## src/rtl/multicycle_control_pkg.sv

```systemverilog
// Shared opcode and state encodings for the 8-bit core's control path.
// Also used by the single-cycle Control decoder and the testbench.
package cpu_ctrl_pkg;

    localparam logic [1:0] OP_ALU = 2'b00;
    localparam logic [1:0] OP_LD  = 2'b01;
    localparam logic [1:0] OP_ST  = 2'b10;
    localparam logic [1:0] OP_BR  = 2'b11;

    typedef enum logic [2:0] {
        S_FETCH  = 3'd0,
        S_DECODE = 3'd1,
        S_EXEC   = 3'd2,
        S_MEM    = 3'd3,
        S_WB     = 3'd4,
        S_HALT   = 3'd7
    } state_t;

endpackage

```

## src/rtl/multicycle_control_if.sv

```systemverilog
// Control bundle between the multi-cycle sequencer and the datapath/memory.
interface multicycle_control_if;
    logic [1:0] op;
    logic       zero;
    logic       mem_ready;
    logic       pc_write;
    logic       pc_src;
    logic       ir_write;
    logic       i_or_d;
    logic       mem_read;
    logic       mem_write;
    logic       alu_op;
    logic       alu_src;
    logic       reg_dst;
    logic       mem_to_reg;
    logic       reg_write;
    logic [2:0] state;
    logic       mem_err;

    modport master (
        output op, zero, mem_ready,
        input  pc_write, pc_src, ir_write, i_or_d, mem_read, mem_write,
               alu_op, alu_src, reg_dst, mem_to_reg, reg_write, state, mem_err
    );

    modport slave (
        input  op, zero, mem_ready,
        output pc_write, pc_src, ir_write, i_or_d, mem_read, mem_write,
               alu_op, alu_src, reg_dst, mem_to_reg, reg_write, state, mem_err
    );
endinterface

```

## src/rtl/multicycle_control_timer.sv

```systemverilog
// Memory wait counter: counts stalled cycles and flags when the timeout is reached.
module mem_wait_timer #(
    parameter int MEM_TIMEOUT = 15
) (
    input  logic clk,
    input  logic reset,
    input  logic clear,
    input  logic count_en,
    output logic expired
);
    localparam int CNT_W = (MEM_TIMEOUT < 1) ? 1 : $clog2(MEM_TIMEOUT + 1);
    localparam logic [CNT_W-1:0] CNT_MAX = '1;

    logic [CNT_W-1:0] wait_cnt;

    // Saturates rather than wrapping so a disabled timeout cannot alias back to zero.
    always_ff @(posedge clk or posedge reset) begin
        if (reset) begin
            wait_cnt <= '0;
        end else if (clear) begin
            wait_cnt <= '0;
        end else if (count_en && (wait_cnt != CNT_MAX)) begin
            wait_cnt <= wait_cnt + 1'b1;
        end
    end

    assign expired = (MEM_TIMEOUT != 0) && (wait_cnt == CNT_W'(MEM_TIMEOUT));

endmodule

```

## src/rtl/multicycle_control.sv

```systemverilog
// Multi-cycle instruction sequencer: FETCH/DECODE/EXEC/MEM/WB with a memory
// ready handshake and a sticky HALT on memory timeout.
module multicycle_control
    import cpu_ctrl_pkg::*;
#(
    parameter int MEM_TIMEOUT = 15
) (
    input  logic                 clk,
    input  logic                 reset,
    multicycle_control_if.slave  bus
);
    state_t     state_q;
    logic [1:0] op_q;
    logic       mem_err_q;
    logic       wait_en;
    logic       expired;

    logic pc_write, pc_src, ir_write, i_or_d, mem_read, mem_write;
    logic alu_op, alu_src, reg_dst, mem_to_reg, reg_write;

    // Counter is held clear outside stalled FETCH/MEM cycles, so it starts at zero on entry.
    assign wait_en = ((state_q == S_FETCH) || (state_q == S_MEM)) && !bus.mem_ready;

    mem_wait_timer #(.MEM_TIMEOUT(MEM_TIMEOUT)) u_timer (
        .clk      (clk),
        .reset    (reset),
        .clear    (!wait_en),
        .count_en (wait_en),
        .expired  (expired)
    );

    always_ff @(posedge clk or posedge reset) begin
        if (reset) begin
            state_q   <= S_FETCH;
            op_q      <= OP_ALU;
            mem_err_q <= 1'b0;
        end else begin
            case (state_q)
                S_FETCH: begin
                    if (bus.mem_ready) begin
                        state_q <= S_DECODE;
                    end else if (expired) begin
                        state_q   <= S_HALT;
                        mem_err_q <= 1'b1;
                    end
                end
                S_DECODE: begin
                    op_q    <= bus.op;
                    state_q <= S_EXEC;
                end
                S_EXEC: begin
                    case (op_q)
                        OP_ALU:       state_q <= S_WB;
                        OP_LD, OP_ST: state_q <= S_MEM;
                        default:      state_q <= S_FETCH;
                    endcase
                end
                S_MEM: begin
                    if (bus.mem_ready) begin
                        state_q <= (op_q == OP_LD) ? S_WB : S_FETCH;
                    end else if (expired) begin
                        state_q   <= S_HALT;
                        mem_err_q <= 1'b1;
                    end
                end
                S_WB:    state_q <= S_FETCH;
                S_HALT:  state_q <= S_HALT;
                default: state_q <= S_FETCH;
            endcase
        end
    end

    // Decoded outputs are gated by reset so nothing is asserted during an async reset.
    always_comb begin
        pc_write   = 1'b0;
        pc_src     = 1'b0;
        ir_write   = 1'b0;
        i_or_d     = 1'b0;
        mem_read   = 1'b0;
        mem_write  = 1'b0;
        alu_op     = 1'b0;
        alu_src    = 1'b0;
        reg_dst    = 1'b0;
        mem_to_reg = 1'b0;
        reg_write  = 1'b0;
        if (!reset) begin
            case (state_q)
                S_FETCH: begin
                    mem_read = 1'b1;
                    if (bus.mem_ready) begin
                        ir_write = 1'b1;
                        pc_write = 1'b1;
                    end
                end
                S_EXEC: begin
                    case (op_q)
                        OP_ALU: begin
                            alu_op  = 1'b1;
                            reg_dst = 1'b1;
                        end
                        OP_LD, OP_ST: alu_src = 1'b1;
                        default: begin
                            pc_src   = 1'b1;
                            pc_write = bus.zero;
                        end
                    endcase
                end
                S_MEM: begin
                    i_or_d    = 1'b1;
                    mem_read  = (op_q == OP_LD);
                    mem_write = (op_q == OP_ST);
                end
                S_WB: begin
                    reg_write  = 1'b1;
                    mem_to_reg = (op_q == OP_LD);
                    reg_dst    = (op_q == OP_ALU);
                end
                default: ;
            endcase
        end
    end

    assign bus.pc_write   = pc_write;
    assign bus.pc_src     = pc_src;
    assign bus.ir_write   = ir_write;
    assign bus.i_or_d     = i_or_d;
    assign bus.mem_read   = mem_read;
    assign bus.mem_write  = mem_write;
    assign bus.alu_op     = alu_op;
    assign bus.alu_src    = alu_src;
    assign bus.reg_dst    = reg_dst;
    assign bus.mem_to_reg = mem_to_reg;
    assign bus.reg_write  = reg_write;
    assign bus.state      = state_q;
    assign bus.mem_err    = mem_err_q;

endmodule

```

## src/flat_wrapper.sv

```systemverilog
// flat-port wrapper written by rule: the top's interface ports become plain ports
module multicycle_control_flat import cpu_ctrl_pkg::*;
#(
    parameter int MEM_TIMEOUT = 15
)
  (clk, reset, bus_op, bus_zero, bus_mem_ready, bus_pc_write, bus_pc_src, bus_ir_write, bus_i_or_d, bus_mem_read, bus_mem_write, bus_alu_op, bus_alu_src, bus_reg_dst, bus_mem_to_reg, bus_reg_write, bus_state, bus_mem_err);
  multicycle_control_if bus_i ();
  input  logic clk;
  input  logic reset;
  input wire logic [$bits(bus_i.op)-1:0] bus_op;
  input wire logic [$bits(bus_i.zero)-1:0] bus_zero;
  input wire logic [$bits(bus_i.mem_ready)-1:0] bus_mem_ready;
  output wire logic [$bits(bus_i.pc_write)-1:0] bus_pc_write;
  output wire logic [$bits(bus_i.pc_src)-1:0] bus_pc_src;
  output wire logic [$bits(bus_i.ir_write)-1:0] bus_ir_write;
  output wire logic [$bits(bus_i.i_or_d)-1:0] bus_i_or_d;
  output wire logic [$bits(bus_i.mem_read)-1:0] bus_mem_read;
  output wire logic [$bits(bus_i.mem_write)-1:0] bus_mem_write;
  output wire logic [$bits(bus_i.alu_op)-1:0] bus_alu_op;
  output wire logic [$bits(bus_i.alu_src)-1:0] bus_alu_src;
  output wire logic [$bits(bus_i.reg_dst)-1:0] bus_reg_dst;
  output wire logic [$bits(bus_i.mem_to_reg)-1:0] bus_mem_to_reg;
  output wire logic [$bits(bus_i.reg_write)-1:0] bus_reg_write;
  output wire logic [$bits(bus_i.state)-1:0] bus_state;
  output wire logic [$bits(bus_i.mem_err)-1:0] bus_mem_err;
  assign bus_i.op = bus_op;
  assign bus_i.zero = bus_zero;
  assign bus_i.mem_ready = bus_mem_ready;
  assign bus_pc_write = bus_i.pc_write;
  assign bus_pc_src = bus_i.pc_src;
  assign bus_ir_write = bus_i.ir_write;
  assign bus_i_or_d = bus_i.i_or_d;
  assign bus_mem_read = bus_i.mem_read;
  assign bus_mem_write = bus_i.mem_write;
  assign bus_alu_op = bus_i.alu_op;
  assign bus_alu_src = bus_i.alu_src;
  assign bus_reg_dst = bus_i.reg_dst;
  assign bus_mem_to_reg = bus_i.mem_to_reg;
  assign bus_reg_write = bus_i.reg_write;
  assign bus_state = bus_i.state;
  assign bus_mem_err = bus_i.mem_err;
  multicycle_control #(.MEM_TIMEOUT(MEM_TIMEOUT)) u_core (.clk(clk), .reset(reset), .bus(bus_i));
endmodule
```

## config.mk

```make
export PLATFORM = sky130hd
export DESIGN_NAME = multicycle_control_flat
export DESIGN_NICKNAME = d
export VERILOG_FILES = /design/src/rtl/multicycle_control_pkg.sv /design/src/rtl/multicycle_control_if.sv /design/src/rtl/multicycle_control_timer.sv /design/src/rtl/multicycle_control.sv /design/src/flat_wrapper.sv
export SDC_FILE = /design/constraint.sdc
export NUM_CORES = 1
export LEC_CHECK = 0
export ABC_AREA = 1
export BUFFER_PORTS_ARGS = -buffer_cell sky130_fd_sc_hd__buf_2
export CAP_MARGIN = 30
export CORE_MARGIN = 10
export CORE_UTILIZATION = 33
export CTS_CLUSTER_DIAMETER = 50
export DETAILED_ROUTE_END_ITERATION = 10
export PLACE_DENSITY_LB_ADDON = 0.12
export SYNTH_ARGS = -nofsm -noshare
export SYNTH_HDL_FRONTEND = slang
export SYNTH_SLANG_ARGS = --single-unit
```

## constraint.sdc

```tcl
create_clock -name clk -period 1.5 [get_ports clk]
set_clock_uncertainty 0.1 [all_clocks]
set_input_delay 0.075 -clock clk [delete_from_list [all_inputs] [get_ports clk]]
set_output_delay 0.075 -clock clk [all_outputs]
set_load 0.02 [all_outputs]
```

==> run metrics, run 1 <==
Core Region 1940 sq um; met2 global-route usage 12.6%; R2R depth 4; final setup violation count 2; post-route insts no fill 150; Least-Margin Pin Slew 0.218 ns; H-tree depth 1; Initial Utilization 34.5%; routed vias 685; row count 16; #FFs+latches synth 10; top-area cell type share of the netlist area 37.3%; crit path capture type output port; RePlAce Congestion 0.767; 1st-pass router iterations 4; area of the multi-input gates 429 sq um; Final Critical Period 1.52 ns; clk sink count 10; largest net degree at the start of global routing 11; CTS tree done; DIE HEIGHT 65.1 microns; Chip Width 65.1 microns; All-Layer GR Usage 8.36%; Final TNS setup -0.0255 ns; worst-skew pair later-pin latency 0.25 ns; number of DRC markers in iteration 0 19; met3 Use GR 3.26%; GRT Residual Overflow 0; HPWL Detailed 1.31 mm; pwr/cell area 1810 nW/um^2; end of the critical path bus_alu_src; unrepaired setup endpoints after global routing yes; Final Max Tran Viols 0; f_max 660 MHz; Final Hold Viols 0; status complete, but fails checks; startpoint types register; critical path peak fanout 3; WP data required 1.32 ns; Avg Cell Area, Syn 7.71 sq um; crit share post-route 101%; Crit. Startpoint u_core.op_q[0]; Leakage 0.531 nW; routed length per instance 12.3 microns; CTS buffer count 3; share of the core filled with cells 53.7%; drc violations 0; vias in the first global route 653; register area share after synthesis 37.3%; Cell Area, Synth 671 sq um; initial antenna violation count 0; Max rail drop VDD 0.767 mV; R2R Setup Slk 0.18 ns; Synth Instances 87; worst hold path type primary input to register; PortBufs 20; ANT cells 0; Syn Nets 98; Max Buffers Root-to-Sink 2; Yosys cell types 18; min setup slack post-route -0.0157 ns; Yosys warnings 0; Final nets 136; R2R Path Start u_core.bus.state[1]; kind of critical path register to output port; DR vias/cell 4.57; share of post-route cells with drive strength above 1 47.2%; CTS Root Cell clkbuf_4; area leader, netlist dfrtp_1; max-capacitance violation count 0; WL final 1.84 mm; Fillers 177; slew margin rel. 85.4%; first-pass GRT wire length 2.98 mm; remaining antenna violation count after routing 0; Reg-to-Reg End u_core.op_q[0]; die area 4240 sq um; failing checks negative setup slack; M1 GR Usage 10.5%; placed cells 133; CP Data Arrival Time 1.34 ns; post-route cell area 1040 sq um; Reg clk slew, reported paths 0.06 ns; I/O pin count 21; sequential cell area 255 sq um; Syn-to-layout area delta 55.4%; busiest layer in global routing met2; Cell Area, Placed 806 sq um; Synth area leaders dfrtp_1 (37%), nand2_1 (10%), ha_1 (9.3%), inv_1 (6.7%), nor2_1 (6.7%)
[state kept, by name, summed over array words and instances, names as in the netlist]
register and cells:
u_core.bus.mem_err 1, u_core.u_timer.wait_cnt 4, u_core.op_q 2, u_core.bus.state 3
[per-layer routing]
layer  part of all wire (%)  up-vias  wire [microns]
li1                       -      353               -
met1                     43      307             801
met2                     47       21             863
met3                    8.2        4             151
met4                    1.4        0              25
met5                      0        -               0
[layout make-up]
| class | count | area share [%] |
|---|---|---|
| Clock buffer | 3 | 2.16 |
| Multi-Input combinational cell | 63 | 41.2 |
| Sequential cell | 10 | 24.5 |
| Tap cell | 27 | 3.24 |
| Inverter | 12 | 4.56 |
| Timing Repair Buffer | 35 | 24.4 |
[critical path: stages, from the launching register on]
cell	delay [ns]
dfrtp_2	0.41
inv_2	0.08
ha_4	0.26
nand3_2	0.08
nor2_2	0.13
buf_6	0.13
[worst min path at each step]
| stage | start | to | cells after the start |
|---|---|---|---|
| 6_report | bus_mem_ready | u_core.u_timer.wait_cnt[1] | 4 |
| 5_1_grt | bus_mem_ready | u_core.u_timer.wait_cnt[3] | 4 |
| 4_1_cts | bus_mem_ready | u_core.u_timer.wait_cnt[3] | 4 |
| 3_5_place_dp | reset | u_core.bus.state[2] | 3 |
| 3_3_place_gp | reset | u_core.op_q[0] | 3 |
| 2_1_floorplan | reset | u_core.bus.mem_err | 2 |
[cell families (layout without fill, tap and decap cells)]
group / Yosys count / count (layout) / synth area share [%]
fa+ha+maj: 5 / 5 / 9.33
buf+inv: 14 / 50 / 9.14
compound gates: 9 / 9 / 6.72
flops: 10 / 10 / 37.3
simple gates: 47 / 47 / 34.9
xor+xnor: 2 / 2 / 2.61
[placed cells by master (no fill, tap or decap)]
cell           synthesis  layout
nor2_1                12      10
xnor2_1                2       2
ha_4                   0       2
nand2_1               18      17
nor3b_2                0       2
dfrtp_2                0       4
o21ai_0                4       4
inv_2                  0       2
nor3_4                 1       1
dlygate4sd3_1          0       3
buf_2                  1      13
buf_6                  1       1
nor2_2                 0       1
clkbuf_4               0       3
inv_1                 12       9
inv_4                  0       1
nand3b_1               1       1
a21oi_1                5       3
ha_1                   5       3
nor3b_1                3       1
nand3_1                7       4
a21oi_2                0       2
nand2_2                1       2
nor2_4                 1       2
nand3_2                1       4
nand4_1                2       2
buf_4                  0      17
buf_12                 0       1
dfrtp_1               10       6
[what timing repair did]
action | CTS | global route
hold buffers | 3 | 0
endpoints found under the hold margin | 12 | 0
pin swaps | 2 | 3
buffers inserted | 6 | 5
gates resized for setup | 11 | 17
setup endpoints to repair | 10 | 10
[stage by stage]
step / total power, W / hold slack [ns] / worst slack (ns)
global placement: 0.00129 / 0.0793 / 0.171
detailed placement: 0.00129 / 0.0860 / 0.152
floorplan: 0.00109 / 0.00152 / 0.0173
global route: 0.00206 / 0.0524 / -0.0874
CTS: 0.00162 / 0.0174 / -0.0122
finish: 0.00189 / 0.0333 / -0.0157
[cells in the mapped netlist, drive strengths merged]
library cell / instances
nor2: 13
nor3b: 3
xnor2: 2
dfrtp: 10
nand4: 2
nor3: 1
buf: 2
nand3b: 1
nand3: 8
ha: 5
a21oi: 5
nand2: 19
inv: 12
o21ai: 4
[power breakdown]
group | total [W] | internal [W] | switching, W
registers | 0.000506 | 0.000369 | 0.000137
clock network | 0.000175 | 0.0000923 | 0.0000830
logic | 0.00121 | 0.000548 | 0.000660
Note: power is estimated with default switching activity, not from simulation.
==> run 2, diff against run 1 <==
--- a/config.mk
+++ b/config.mk
@@ -5,7 +5,6 @@
 export SDC_FILE = /design/constraint.sdc
 export NUM_CORES = 1
 export LEC_CHECK = 0
-export ABC_AREA = 1
 export BUFFER_PORTS_ARGS = -buffer_cell sky130_fd_sc_hd__buf_2
 export CAP_MARGIN = 30
 export CORE_MARGIN = 10
==> run metrics, run 2 <==
worst hold path type primary input to register (unchanged); number of flip-flops under the largest register name 4 (unchanged); CP Data Arrival Time 1.44 ns (was 1.34 ns); routed length per instance 13.8 microns (was 12.3 microns); Cell Area, Placed 900 sq um (was 806 sq um); Syn Nets 88 (was 98); wire length on met2 1.03 mm (was 863 microns); CTS buffer count 3 (unchanged); Max rail drop VDD 1.25 mV (was 0.767 mV); largest net degree at the start of global routing 11 (unchanged); 1st-pass router iterations 4 (unchanged); vias in the first global route 707 (was 653); crit path capture type output port (unchanged); switch share 42.1% (was 46.6%); unrepaired setup endpoints after global routing yes (unchanged); met1 wire length 871 microns (was 801 microns); All-Layer GR Usage 8.89% (was 8.36%); f_max 618 MHz (was 660 MHz); Synth area leaders dfrtp_1 (35%), ha_1 (8.7%), nor2_1 (4.2%), and3_1 (3.5%), o21ai_0 (3.5%) (was dfrtp_1 (37%), nand2_1 (10%), ha_1 (9.3%), inv_1 (6.7%), nor2_1 (6.7%)); Final Total Pwr 0.00255 W (was 0.00189 W); Async S/R FF share, synth 100% (unchanged); I/O pin count 21 (unchanged); pwr/cell area 2050 nW/um^2 (was 1810 nW/um^2); #FFs+latches synth 10 (unchanged); PortBufs 20 (unchanged); Syn-to-layout area delta 73.2% (was 55.4%); hold slack 0.0668 ns (was 0.0333 ns); Final Critical Period 1.62 ns (was 1.52 ns); post-route cell area 1240 sq um (was 1040 sq um); combinational power share 70.9% (was 63.9%); register area share after synthesis 34.8% (was 37.3%); CTS tree done (unchanged); worst-skew pair later-pin latency 0.26 ns (was 0.25 ns); DR vias/cell 4.83 (was 4.57); Yosys warnings 0 (unchanged); Core Region 2020 sq um (was 1940 sq um); critical path peak fanout 5 (was 3); kind of critical path register to output port (unchanged); most frequent cells after synthesis dfrtp_1 (10), nor2_1 (8), ha_1 (5), o21ai_0 (5) (was nand2_1 (18), inv_1 (12), nor2_1 (12), dfrtp_1 (10), nand3_1 (7)); top-count cell post-synth dfrtp_1 (was nand2_1); status complete, but fails checks (unchanged); Net Sw Power 0.00107 W (was 0.000880 W); Chip Width 66.7 microns (was 65.1 microns); main flop type after synthesis dfrtp_1 (unchanged); Fillers 174 (was 177); DIE HEIGHT 66.7 microns (was 65.1 microns); Final Hold Viols 0 (unchanged); CTS Root Cell clkbuf_4 (unchanged); area leader, netlist dfrtp_1 (unchanged); share of the core filled with cells 61.5% (was 53.7%); top-area cell type share of the netlist area 34.8% (was 37.3%); WP data required 1.32 ns (about the same); Flop pwr share 19.7% (was 26.8%); first-pass GRT wire length 3.24 mm (was 2.98 mm); Max Buffers Root-to-Sink 2 (unchanged); startpoint types register (unchanged); WL final 2.06 mm (was 1.84 mm); failing checks negative setup slack (unchanged); min setup slack post-route -0.119 ns (was -0.0157 ns); Avg Cell Area, Syn 9.33 sq um (was 7.71 sq um); Final Max Tran Viols 0 (unchanged); ANT cells 0 (unchanged); Final nets 134 (was 136); Max Used Layer met4 (unchanged); Reg clk slew, reported paths 0.07 ns (was 0.06 ns); routed vias 719 (was 685); max-capacitance violation count 0 (unchanged); Internal 0.00147 W (was 0.00101 W); final setup violation count 9 (was 2); most common cell after layout, fill and taps aside buf_4; Synth Instances 77 (was 87); area of the multi-input gates 523 sq um (was 429 sq um); remaining antenna violation count after routing 0 (unchanged); Cell Area, Synth 718 sq um (was 671 sq um); number of DRC markers in iteration 0 19 (unchanged); Clock power frac 9.4% (was 9.3%); commonest non-fill, non-tap cells in the layout buf_4 (21), buf_2 (11), buf_6 (7), nor2_1 (6), dfrtp_1 (6) (was nand2_1 (17), buf_4 (17), buf_2 (13), nor2_1 (10), inv_1 (9)); Largest Register u_core.u_timer.wait_cnt (unchanged); Least-Margin Pin Slew 0.363 ns (was 0.218 ns); HPWL Detailed 1.40 mm (was 1.31 mm); met3 wire length 146 microns (was 151 microns); initial antenna violation count 0 (unchanged); slew margin rel. 75.8% (was 85.4%); clk sink count 10 (unchanged); RePlAce Congestion 0.753 (was 0.767); Initial Utilization 35.5% (was 34.5%); sequential cell area 255 sq um (unchanged); Leakage 0.591 nW (was 0.531 nW); crit share post-route 108% (was 101%); GRT Residual Overflow 0 (unchanged); row count 16 (unchanged); drc violations 0 (unchanged); H-tree depth 1 (unchanged); share of post-route cells with drive strength above 1 57.4% (was 47.2%); Yosys cell types 33 (was 18); die area 4440 sq um (was 4240 sq um); number of enable flip-flop cells after synthesis 0 (unchanged)
run 2: cell types whose count changed after synthesis, moves of 2 or more:
cell      delta
nand2_1     -14
inv_1        -8
nand3_1      -5
and3_1       +4
nor2_1       -4
and2_1       +3
nor3b_1      -3
a31oi_1      +2
nand2b_1     +2
nand4_1      -2
nor2b_1      +2
nor3_1       +2
run 2: kinds of logic (layout without fill, tap and decap cells):
kind of cell / count (synthesis) / in the layout / share of synthesized area, %
flops: 10 / 10 / 34.8
buf+inv: 8 / 53 / 7.14
fa+ha+maj: 5 / 5 / 8.71
xor+xnor: 2 / 2 / 2.44
mux: 1 / 1 / 1.39
simple gates: 32 / 32 / 27.0
compound gates: 19 / 19 / 18.5
run 2: critical path, cell delays in order, from the launching register on:
cell and delay (ns):
dfrtp_2 0.44, buf_12 0.15, buf_4 0.13, nor4_2 0.28, buf_4 0.19
run 2: power groups by stage:
stage	registers, W	clock network [W]	logic, W
floorplan	0.000485	0	0.000800
global placement	0.000494	0	0.00111
finish	0.000502	0.000240	0.00180
detailed placement	0.000498	0	0.00112
global route	0.000524	0.000262	0.00194
CTS	0.000458	0.000246	0.00149
run 2: layout make-up:
class / count / share of cell area (%)
Sequential cell: 10 / 20.5
Multi-Input combinational cell: 59 / 42.1
Tap cell: 27 / 2.72
Timing Repair Buffer: 44 / 29.5
Inverter: 5 / 2.31
Clock buffer: 4 / 2.92
run 2: repair_timing:
| action | in CTS | in global routing |
|---|---|---|
| cloned | 0 | 1 |
| pin swaps | 5 | 5 |
| hold endpoints to repair | 12 | 0 |
| endpoints found under the setup margin | 11 | 14 |
| gates resized for setup | 20 | 22 |
| buffers inserted | 10 | 5 |
| hold buffers | 3 | 0 |
run 2: routing by layer:
layer | GRT usage [%] | vias up
met5 | 0 | -
met4 | 2.36 | 0
met3 | 2.51 | 2
met2 | 14.9 | 20
met1 | 10.7 | 333
li1 | - | 364
run 2: path summary, 6_finish.rpt:
kind                       slack (ns)  cells after the start                 from                         end
setup / recovery                -0.12                      4  u_core.bus.state[2]                bus_ir_write
hold / removal                   0.07                      2        bus_mem_ready         u_core.bus.state[0]
setup reg to reg                -0.02                      5       u_core.op_q[0]         u_core.bus.state[0]
hold reg to reg                  0.38                      1   u_core.bus.mem_err          u_core.bus.mem_err
max in group asynchronous        0.67                      3                reset              u_core.op_q[1]
min in group asynchronous        0.35                      3                reset  u_core.u_timer.wait_cnt[1]
run 2: through the flow:
step | TNS (ns) | cells | setup slack (ns)
floorplan | 0 | 77 | 0.00335
global placement | 0 | 126 | 0.0530
detailed placement | 0 | 126 | 0.0281
CTS | -0.434 | 143 | -0.104
global route | -1.51 | 149 | -0.170
finish | -0.776 | 149 | -0.119
